**src/rtl/register_2b.sv**
```systemverilog
// register_2b: clocked data register with change-detect status.
// Ports: CLK, RST_N (sync, active-low), in_dat -> out_dat, prev_dat, chg, chg_cnt.
module register_2b #(
    parameter int unsigned WIDTH     = 2,
    parameter logic [31:0] RESET_VAL = 32'd0,
    parameter int unsigned CNT_W     = 8
) (
    input  logic             CLK,
    input  logic             RST_N,
    input  logic [WIDTH-1:0] in_dat,
    output logic [WIDTH-1:0] out_dat,
    output logic [WIDTH-1:0] prev_dat,
    output logic             chg,
    output logic [CNT_W-1:0] chg_cnt
);

    localparam logic [WIDTH-1:0] RST_V = RESET_VAL[WIDTH-1:0];

    logic [WIDTH-1:0] out_q, out_d;
    logic [WIDTH-1:0] prev_q, prev_d;
    logic             chg_q, chg_d;
    logic [CNT_W-1:0] cnt_q, cnt_d;
    logic             diff;

    always_comb begin
        diff   = (in_dat != out_q);
        out_d  = in_dat;
        prev_d = out_q;
        chg_d  = diff;
        cnt_d  = cnt_q;
        // Counter sticks at all-ones instead of wrapping.
        if (diff && !(&cnt_q)) begin
            cnt_d = cnt_q + 1'b1;
        end
    end

    always_ff @(posedge CLK) begin
        if (!RST_N) begin
            out_q  <= RST_V;
            prev_q <= RST_V;
            chg_q  <= 1'b0;
            cnt_q  <= '0;
        end else begin
            out_q  <= out_d;
            prev_q <= prev_d;
            chg_q  <= chg_d;
            cnt_q  <= cnt_d;
        end
    end

    assign out_dat  = out_q;
    assign prev_dat = prev_q;
    assign chg      = chg_q;
    assign chg_cnt  = cnt_q;

endmodule

```
**config.mk**
```make
export PLATFORM = sky130hd
export DESIGN_NAME = register_2b
export DESIGN_NICKNAME = d
export VERILOG_FILES = /design/src/rtl/register_2b.sv
export SDC_FILE = /design/constraint.sdc
export NUM_CORES = 1
export LEC_CHECK = 0
export ABC_AREA = 1
export CORE_ASPECT_RATIO = 1.1
export CORE_MARGIN = 3
export CORE_UTILIZATION = 35
export DETAILED_ROUTE_END_ITERATION = 12
export PLACE_DENSITY = 0.71
export SYNTH_ARGS = -nofsm -noshare
export SYNTH_HDL_FRONTEND = slang
export SYNTH_SLANG_ARGS = --single-unit
```
**constraint.sdc**
```tcl
create_clock -name CLK -period 1.2 [get_ports CLK]
set_input_delay 0.24 -clock CLK [delete_from_list [all_inputs] [get_ports CLK]]
set_output_delay 0.24 -clock CLK [all_outputs]
set_load 0.005 [all_outputs]
```
==> implementation parameters, run 1 <==
Parameter                              Value

Synth
  Avg Synthesized Cell Area    6.72 µm²
  Number of register bits inferred by synthesis    13
  Cell area after synthesis    706 µm²
  Ranking of synthesized cells by area    sky130_fd_sc_hd__dfxtp_1 37%, sky130_fd_sc_hd__nand2_1 20%, sky130_fd_sc_hd__nor2_1 6.9%, sky130_fd_sc_hd__inv_1 6.4%, sky130_fd_sc_hd__nand3_1 5.0%
  Number of flops mapped to enable cells by yosys    0
  Most used DFF post-synth    sky130_fd_sc_hd__dfxtp_1
  Total of warnings raised by yosys    0
  Part of the Yosys area used for sequential elements    36.9%
  Synth unique cells    21
  Proportion of register bits with asynchronous set or reset after synthesis    0%
  Post-synth net total    110
  Count of mapped cells out of synthesis    105
  Library cell with the largest summed area after synthesis    sky130_fd_sc_hd__dfxtp_1
  Top cell type's share of synthesized area    36.9%

Flow run
  Max-Cap Viols    0

Die
  Std-Cell Rows    16
  Die boundary width    48.8 µm
  Total core area    1840 µm²
  DIE HEIGHT    53.1 µm
  Total I/O pin count    17
  Area of the die    2590 µm²
  Starting density of the core    38.3%

Global routing
  Global-route total usage across every layer    13.9%
  Number of global-route vias before repair    671
  Overflow after GRT    0
  Initial antenna violation count    0
  Global-route wire length before repair    2770 µm
  Largest net degree at the start of global routing    9

Cells and area
  Share of post-route cells with drive strength above 1    41.3%
  Post-Layout Inst Area    1150 µm²
  Total Nets Final    149
  Count of non-filler cells in the finished layout    170
  Commonest non-fill, non-tap cell in the layout    sky130_fd_sc_hd__nand2_1
  Diode insertion count for antenna repair    0
  Commonest cells after routing, fill and taps aside    33 x sky130_fd_sc_hd__nand2_1, 19 x sky130_fd_sc_hd__buf_4, 12 x sky130_fd_sc_hd__inv_1, 12 x sky130_fd_sc_hd__dlygate4sd2_1, 9 x sky130_fd_sc_hd__nor2_1
  Area growth, synth to finish    63.5%
  Post-route core utilization    62.6%

Clocking
  CTS sink cnt    13
  CTS clk-pin slew, worst paths    0.08 ns
  Clock insertion delay at the later pin of the skew report    0.27 ns
  Largest buffer count on any clock path    2
  Clock root buffer    sky130_fd_sc_hd__clkbuf_4
  TritonCTS clock tree    built
  Level count of the clock H-tree    1
  Total clock buffers created by CTS    3
  Hold buffers post-CTS    0

Route
  Routed vias/inst    4.44
  Wire per inst    10.5 µm
  Post-route DRC    0
  Count of antenna-violating nets left after detailed routing    0
  Total Routed Length    1790 µm
  First-pass detailed-route iteration total    4
  Via count    754
  Number of violations reported at the end of detailed-routing iteration 0    13

Worst setup path
  Arrival time at the worst endpoint    1.43 ns
  Largest stage delay, worst path    0.37 ns
  Data required, critical path    1.41 ns
  Critical Path Source Type    flop
  Peak fanout along the critical path    4
  Cell breakdown of the critical path    ha_4, buf_4, buf_4, xor2_1, nand3_1, a21oi_2
  Critical Path End Type    flop
  Crit-path slowest cell    sky130_fd_sc_hd__dfxtp_4
  Category of the most critical setup path    flop to flop
  Dominant cell type by count on the critical path    sky130_fd_sc_hd__buf_4

Timing
  RSZ-0062 raised after global routing    true
  Hold slack final    0.238 ns
  Worst Max-Slew Pin Slew    0.249 ns
  Setup violation total in the final timing report    1
  Final-report max-slew violation count    0
  Number of hold violations in the final report    0
  Worst-case clock skew    0.00255 ns
  Timing-limited maximum frequency    816 MHz
  Shortest period the worst path allows    1.23 ns
  Slew HR    83.4%
  Final sum of negative setup slack    -0.0261 ns
  Final cycle utilization of the critical path    102%
  Final setup slack of the worst path    -0.0261 ns

Run status
  Status    finished, violations left
  Failing checks    setup timing

Power
  Static leakage    0.613 nW
  Power per cell area    829 nW/µm²
  Max IR drop VDD    0.737 mV

Place
  Buffers on Ports    16
  Global placement routability congestion    0.721
  Final HPWL DP    1130 µm
  Instance area at placement    961 µm²
  Placed cell count    156

Min path
  Worst min-delay path class    input pin to flop
==> critical path, delay by kind of cell (launching register included) <==
family / cells / cell delay (ns)
xor gates and xnor gates: 1 / 0.12
adders and majority gates: 1 / 0.18
AOI/OAI and AO/OA: 1 / 0.14
and+or+nand+nor: 1 / 0.10
buffers and inverters: 2 / 0.25
DFF: 1 / 0.37
==> path summary, 6_finish.rpt <==
path / endpoint / depth (start not counted) / slack [ns] / startpoint
worst min-delay path: out_dat[1]$_SDFF_PN0_ / 3 / 0.24 / in_dat[1]
worst max register to register: chg_cnt[2]$_SDFFE_PN0P_ / 6 / -0.03 / chg_cnt[0]$_SDFFE_PN0P_
worst max-delay path: chg_cnt[2]$_SDFFE_PN0P_ / 6 / -0.03 / chg_cnt[0]$_SDFFE_PN0P_
worst min register to register: chg_cnt[1]$_SDFFE_PN0P_ / 2 / 0.55 / chg_cnt[1]$_SDFFE_PN0P_
==> kinds of logic (layout without fill, tap and decap cells) <==
logic type,after synthesis,after routing,share of synthesized area (%)
buffers and inverters,17,55,10.6
adders and majority gates,1,1,1.77
DFF,13,13,36.9
xor gates and xnor gates,2,2,2.48
and+or+nand+nor,64,64,42.0
AOI/OAI and AO/OA,8,8,6.21
==> synthesized netlist by cell type, types with 2 or more instances <==
master                     n
sky130_fd_sc_hd__a21oi_1   4
sky130_fd_sc_hd__nand2_4   2
sky130_fd_sc_hd__nand2_1  37
sky130_fd_sc_hd__o21ai_1   2
sky130_fd_sc_hd__inv_2     3
sky130_fd_sc_hd__dfxtp_1  13
sky130_fd_sc_hd__inv_1    12
sky130_fd_sc_hd__nor2_1   13
sky130_fd_sc_hd__nand3_1   7
==> metal layers <==
layer	share of wire, %	GRT usage [%]	up-vias
li1	-	-	399
met5	0	0	-
met2	55	27.1	18
met4	0.78	4.27	0
met3	4.8	1.69	4
met1	40	15.7	333
==> cell type report <==
type	instances	area [µm²]
fill	171	688
sequential	13	283
inverter	15	56.3
multi-input combinational	75	449
tap	27	33.8
timing repair buffer	36	305
clock buffer	4	26.3
==> flip-flops by register name, indices dropped and copies added, names as in the netlist <==
signal    count
chg_cnt       8
out_dat       2
prev_dat      2
chg           1
==> where the power goes <==
| part | total [mW] | switching (mW) | internal [mW] |
|---|---|---|---|
| Sequential | 0.471 | 0.0187 | 0.452 |
| Clock | 0.273 | 0.144 | 0.129 |
| Combinational | 0.212 | 0.103 | 0.109 |
==> metrics by stage <==
stage,power (mW),setup WS (ns)
2_1_floorplan,0.564,0.0341
3_3_place_gp,0.653,-0.246
3_5_place_dp,0.656,-0.277
4_1_cts,0.958,-0.0550
5_1_grt,1.01,-0.0776
6_report,0.956,-0.0261
==> repair_timing <==
item	CTS	global route
pin swaps	8	13
resized for setup	31	19
setup endpoints to repair	19	8
buffers inserted	10	2
Note: power is estimated with default switching activity, not from simulation.
==> run 2: changes to the inputs <==
Settings changed: CAP_MARGIN set to 20, CORE_UTILIZATION 35 to 42, PLACE_DENSITY 0.71 to 0.81.
==> implementation parameters, run 2 (same netlist as run 1, synthesis figures left out) <==
Parameter                              Value

Cells and area
  Area growth, synth to finish    52.8% (was 63.5%)
  Count of non-filler cells in the finished layout    156 (was 170)
  Diode insertion count for antenna repair    0 (unchanged)
  Commonest non-fill, non-tap cell in the layout    sky130_fd_sc_hd__nand2_1 (unchanged)
  Commonest cells after routing, fill and taps aside    36 x sky130_fd_sc_hd__nand2_1, 17 x sky130_fd_sc_hd__buf_4, 14 x sky130_fd_sc_hd__dlygate4sd2_1 (was 33 x sky130_fd_sc_hd__nand2_1, 19 x sky130_fd_sc_hd__buf_4, 12 x sky130_fd_sc_hd__inv_1, 12 x sky130_fd_sc_hd__dlygate4sd2_1, 9 x sky130_fd_sc_hd__nor2_1)
  Total Nets Final    146 (was 149)
  Share of post-route cells with drive strength above 1    34.3% (was 41.3%)
  Largest register FFs    8 (unchanged)

Timing
  Setup violation total in the final timing report    0 (was 1)
  Shortest period the worst path allows    1.17 ns (was 1.23 ns)
  Number of hold violations in the final report    0 (unchanged)
  Worst Max-Slew Pin Slew    0.188 ns (was 0.249 ns)
  Worst-case clock skew    0.000894 ns (was 0.00255 ns)
  Final sum of negative setup slack    0 ns (was -0.0261 ns)
  Timing-limited maximum frequency    857 MHz (was 816 MHz)
  RSZ-0062 raised after global routing    true (unchanged)
  Final-report max-slew violation count    0 (unchanged)
  Hold slack final    0.332 ns (was 0.238 ns)
  Final cycle utilization of the critical path    97.3% (was 102%)
  Slew HR    87.4% (was 83.4%)

Die
  Total I/O pin count    17 (unchanged)
  Starting density of the core    48.0% (was 38.3%)
  Area of the die    2210 µm² (was 2590 µm²)
  Total core area    1470 µm² (was 1840 µm²)
  DIE HEIGHT    49.0 µm (was 53.1 µm)
  Die boundary width    45.1 µm (was 48.8 µm)
  Std-Cell Rows    14 (was 16)

Route
  First-pass detailed-route iteration total    4 (unchanged)
  Post-route DRC    0 (unchanged)
  Routed vias/inst    4.81 (was 4.44)
  Wire per inst    10.6 µm (was 10.5 µm)
  Via count    750 (was 754)
  Total Routed Length    1650 µm (was 1790 µm)
  Count of antenna-violating nets left after detailed routing    0 (unchanged)
  Number of violations reported at the end of detailed-routing iteration 0    11 (was 13)

Clocking
  Level count of the clock H-tree    1 (unchanged)
  Clock insertion delay at the later pin of the skew report    0.27 ns (about the same)
  Total clock buffers created by CTS    3 (unchanged)
  CTS clk-pin slew, worst paths    0.08 ns (about the same)
  CTS sink cnt    13 (unchanged)
  Largest buffer count on any clock path    2 (unchanged)
  Clock root buffer    sky130_fd_sc_hd__clkbuf_4 (unchanged)
  TritonCTS clock tree    built (unchanged)

Power
  Power share of the combinational group    21.2% (was 22.2%)
  Switching power summed over all nets    0.258 mW (was 0.266 mW)
  Share of total power consumed by net switching    27.5% (was 27.9%)
  Clock power share    28.9% (was 28.6%)
  Part of the total power dissipated in sequential elements    49.9% (was 49.2%)
  Cell internal pwr    0.682 mW (was 0.690 mW)
  Max IR drop VDD    0.590 mV (was 0.737 mV)
  Static leakage    0.560 nW (was 0.613 nW)
  Power per cell area    871 nW/µm² (was 829 nW/µm²)
  Total Power    0.940 mW (was 0.956 mW)

Min path
  Worst min-delay path class    input pin to flop (unchanged)

Place
  Global placement routability congestion    0.751 (was 0.721)
  Placed cell count    146 (was 156)
  Buffers on Ports    16 (unchanged)
  Final HPWL DP    1250 µm (was 1130 µm)

Global routing
  Number of global-route vias before repair    708 (was 671)
  Global-route total usage across every layer    17.6% (was 13.9%)
  Overflow after GRT    0 (unchanged)
  Largest net degree at the start of global routing    9 (unchanged)
  Initial antenna violation count    0 (unchanged)
  Global-route wire length before repair    2930 µm (was 2770 µm)

Worst setup path
  Data required, critical path    1.41 ns (about the same)
  Largest stage delay, worst path    0.37 ns (about the same)
  Crit-path slowest cell    sky130_fd_sc_hd__dfxtp_4 (unchanged)
  Category of the most critical setup path    flop to flop (unchanged)
  Category of cells accounting for the largest share of critical-path delay    simple AND/OR/NAND/NOR gates (was flip-flops)
  Dominant cell type by count on the critical path    sky130_fd_sc_hd__nand2_4 (was sky130_fd_sc_hd__buf_4)
  Cell breakdown of the critical path    ha_4, nand2_4, nor2_4, nand3_4, nand2_4, nand2_1, a21oi_1 (was ha_4, buf_4, buf_4, xor2_1, nand3_1, a21oi_2)
  Critical Path End Type    flop (unchanged)
  Critical Path Source Type    flop (unchanged)
  Arrival time at the worst endpoint    1.37 ns (was 1.43 ns)
  CP Buf/Inv Count    0 (was 2)
  Peak fanout along the critical path    5 (was 4)

Run status
  Status    finished clean (was finished, violations left)

Flow run
  Max-Cap Viols    0 (unchanged)
run 2: cell types whose count changed in the layout (fill, tap and decap cells not counted), moves of 2 or more:
cell,change
sky130_fd_sc_hd__a21oi_1,+3
sky130_fd_sc_hd__a21oi_2,-3
sky130_fd_sc_hd__buf_4,-2
sky130_fd_sc_hd__buf_6,-2
sky130_fd_sc_hd__dlygate4sd2_1,+2
sky130_fd_sc_hd__dlymetal6s2s_1,-2
sky130_fd_sc_hd__nand2_1,+3
sky130_fd_sc_hd__nand2_2,-3
run 2: final cells by class:
cell class              instances  area [µm²]
inverters                      15        56.3
fillers                       124         393
flip-flops and latches         13         280
clock buffers                   4        26.3
repair buffers                 33         270
well taps                      16        20.0
multi-input cells              75         425
run 2: what timing repair did:
action | 4_1_cts | 5_1_grt
hold buffers | 0 | 0
endpoints found under the setup margin | 19 | 8
pin swaps | 8 | 7
resized for setup | 29 | 7
buffers inserted | 6 | 0
run 2: worst reg2reg max path, stage by stage (launching register included):
cell and delay, ns:
sky130_fd_sc_hd__dfxtp_4 0.37, sky130_fd_sc_hd__ha_4 0.17, sky130_fd_sc_hd__nand2_4 0.06, sky130_fd_sc_hd__nor2_4 0.11, sky130_fd_sc_hd__nand3_4 0.11, sky130_fd_sc_hd__nand2_4 0.12
sky130_fd_sc_hd__nand2_1 0.06, sky130_fd_sc_hd__a21oi_1 0.11
run 2: final timing paths:
path | cells past startpoint | endpoint | slack, ns | start
worst min register to register | 3 | chg_cnt[7]$_SDFFE_PN0P_ | 0.56 | chg_cnt[7]$_SDFFE_PN0P_
worst max-delay path | 7 | chg_cnt[4]$_SDFFE_PN0P_ | 0.03 | chg_cnt[1]$_SDFFE_PN0P_
worst max register to register | 7 | chg_cnt[4]$_SDFFE_PN0P_ | 0.03 | chg_cnt[1]$_SDFFE_PN0P_
worst min-delay path | 3 | out_dat[1]$_SDFF_PN0_ | 0.33 | in_dat[1]
run 2: per-layer routing:
metal	vias to the layer above	GRT usage (%)	part of all wire, %
met3	4	2.21	3.8
met5	-	0	0
li1	393	-	-
met4	0	8.78	1.9
met2	14	31.4	54
met1	339	19.3	40
run 2: stage by stage:
step                util (%)  area, µm²  worst slack (ns)
finish                  73.3       1080            0.0326
global route            73.3       1080           -0.0499
CTS                     71.4       1050          -0.00930
detailed placement      64.9        955            -0.303
global placement        64.9        955            -0.236
floorplan                  -        711            0.0341
run 2: power by group through the flow:
stage / clock network [mW] / logic, mW / registers [mW]
6_report: 0.272 / 0.199 / 0.469
5_1_grt: 0.299 / 0.222 / 0.473
4_1_cts: 0.276 / 0.189 / 0.469
3_5_place_dp: 0 / 0.174 / 0.482
3_3_place_gp: 0 / 0.167 / 0.482
2_1_floorplan: 0 / 0.0809 / 0.483
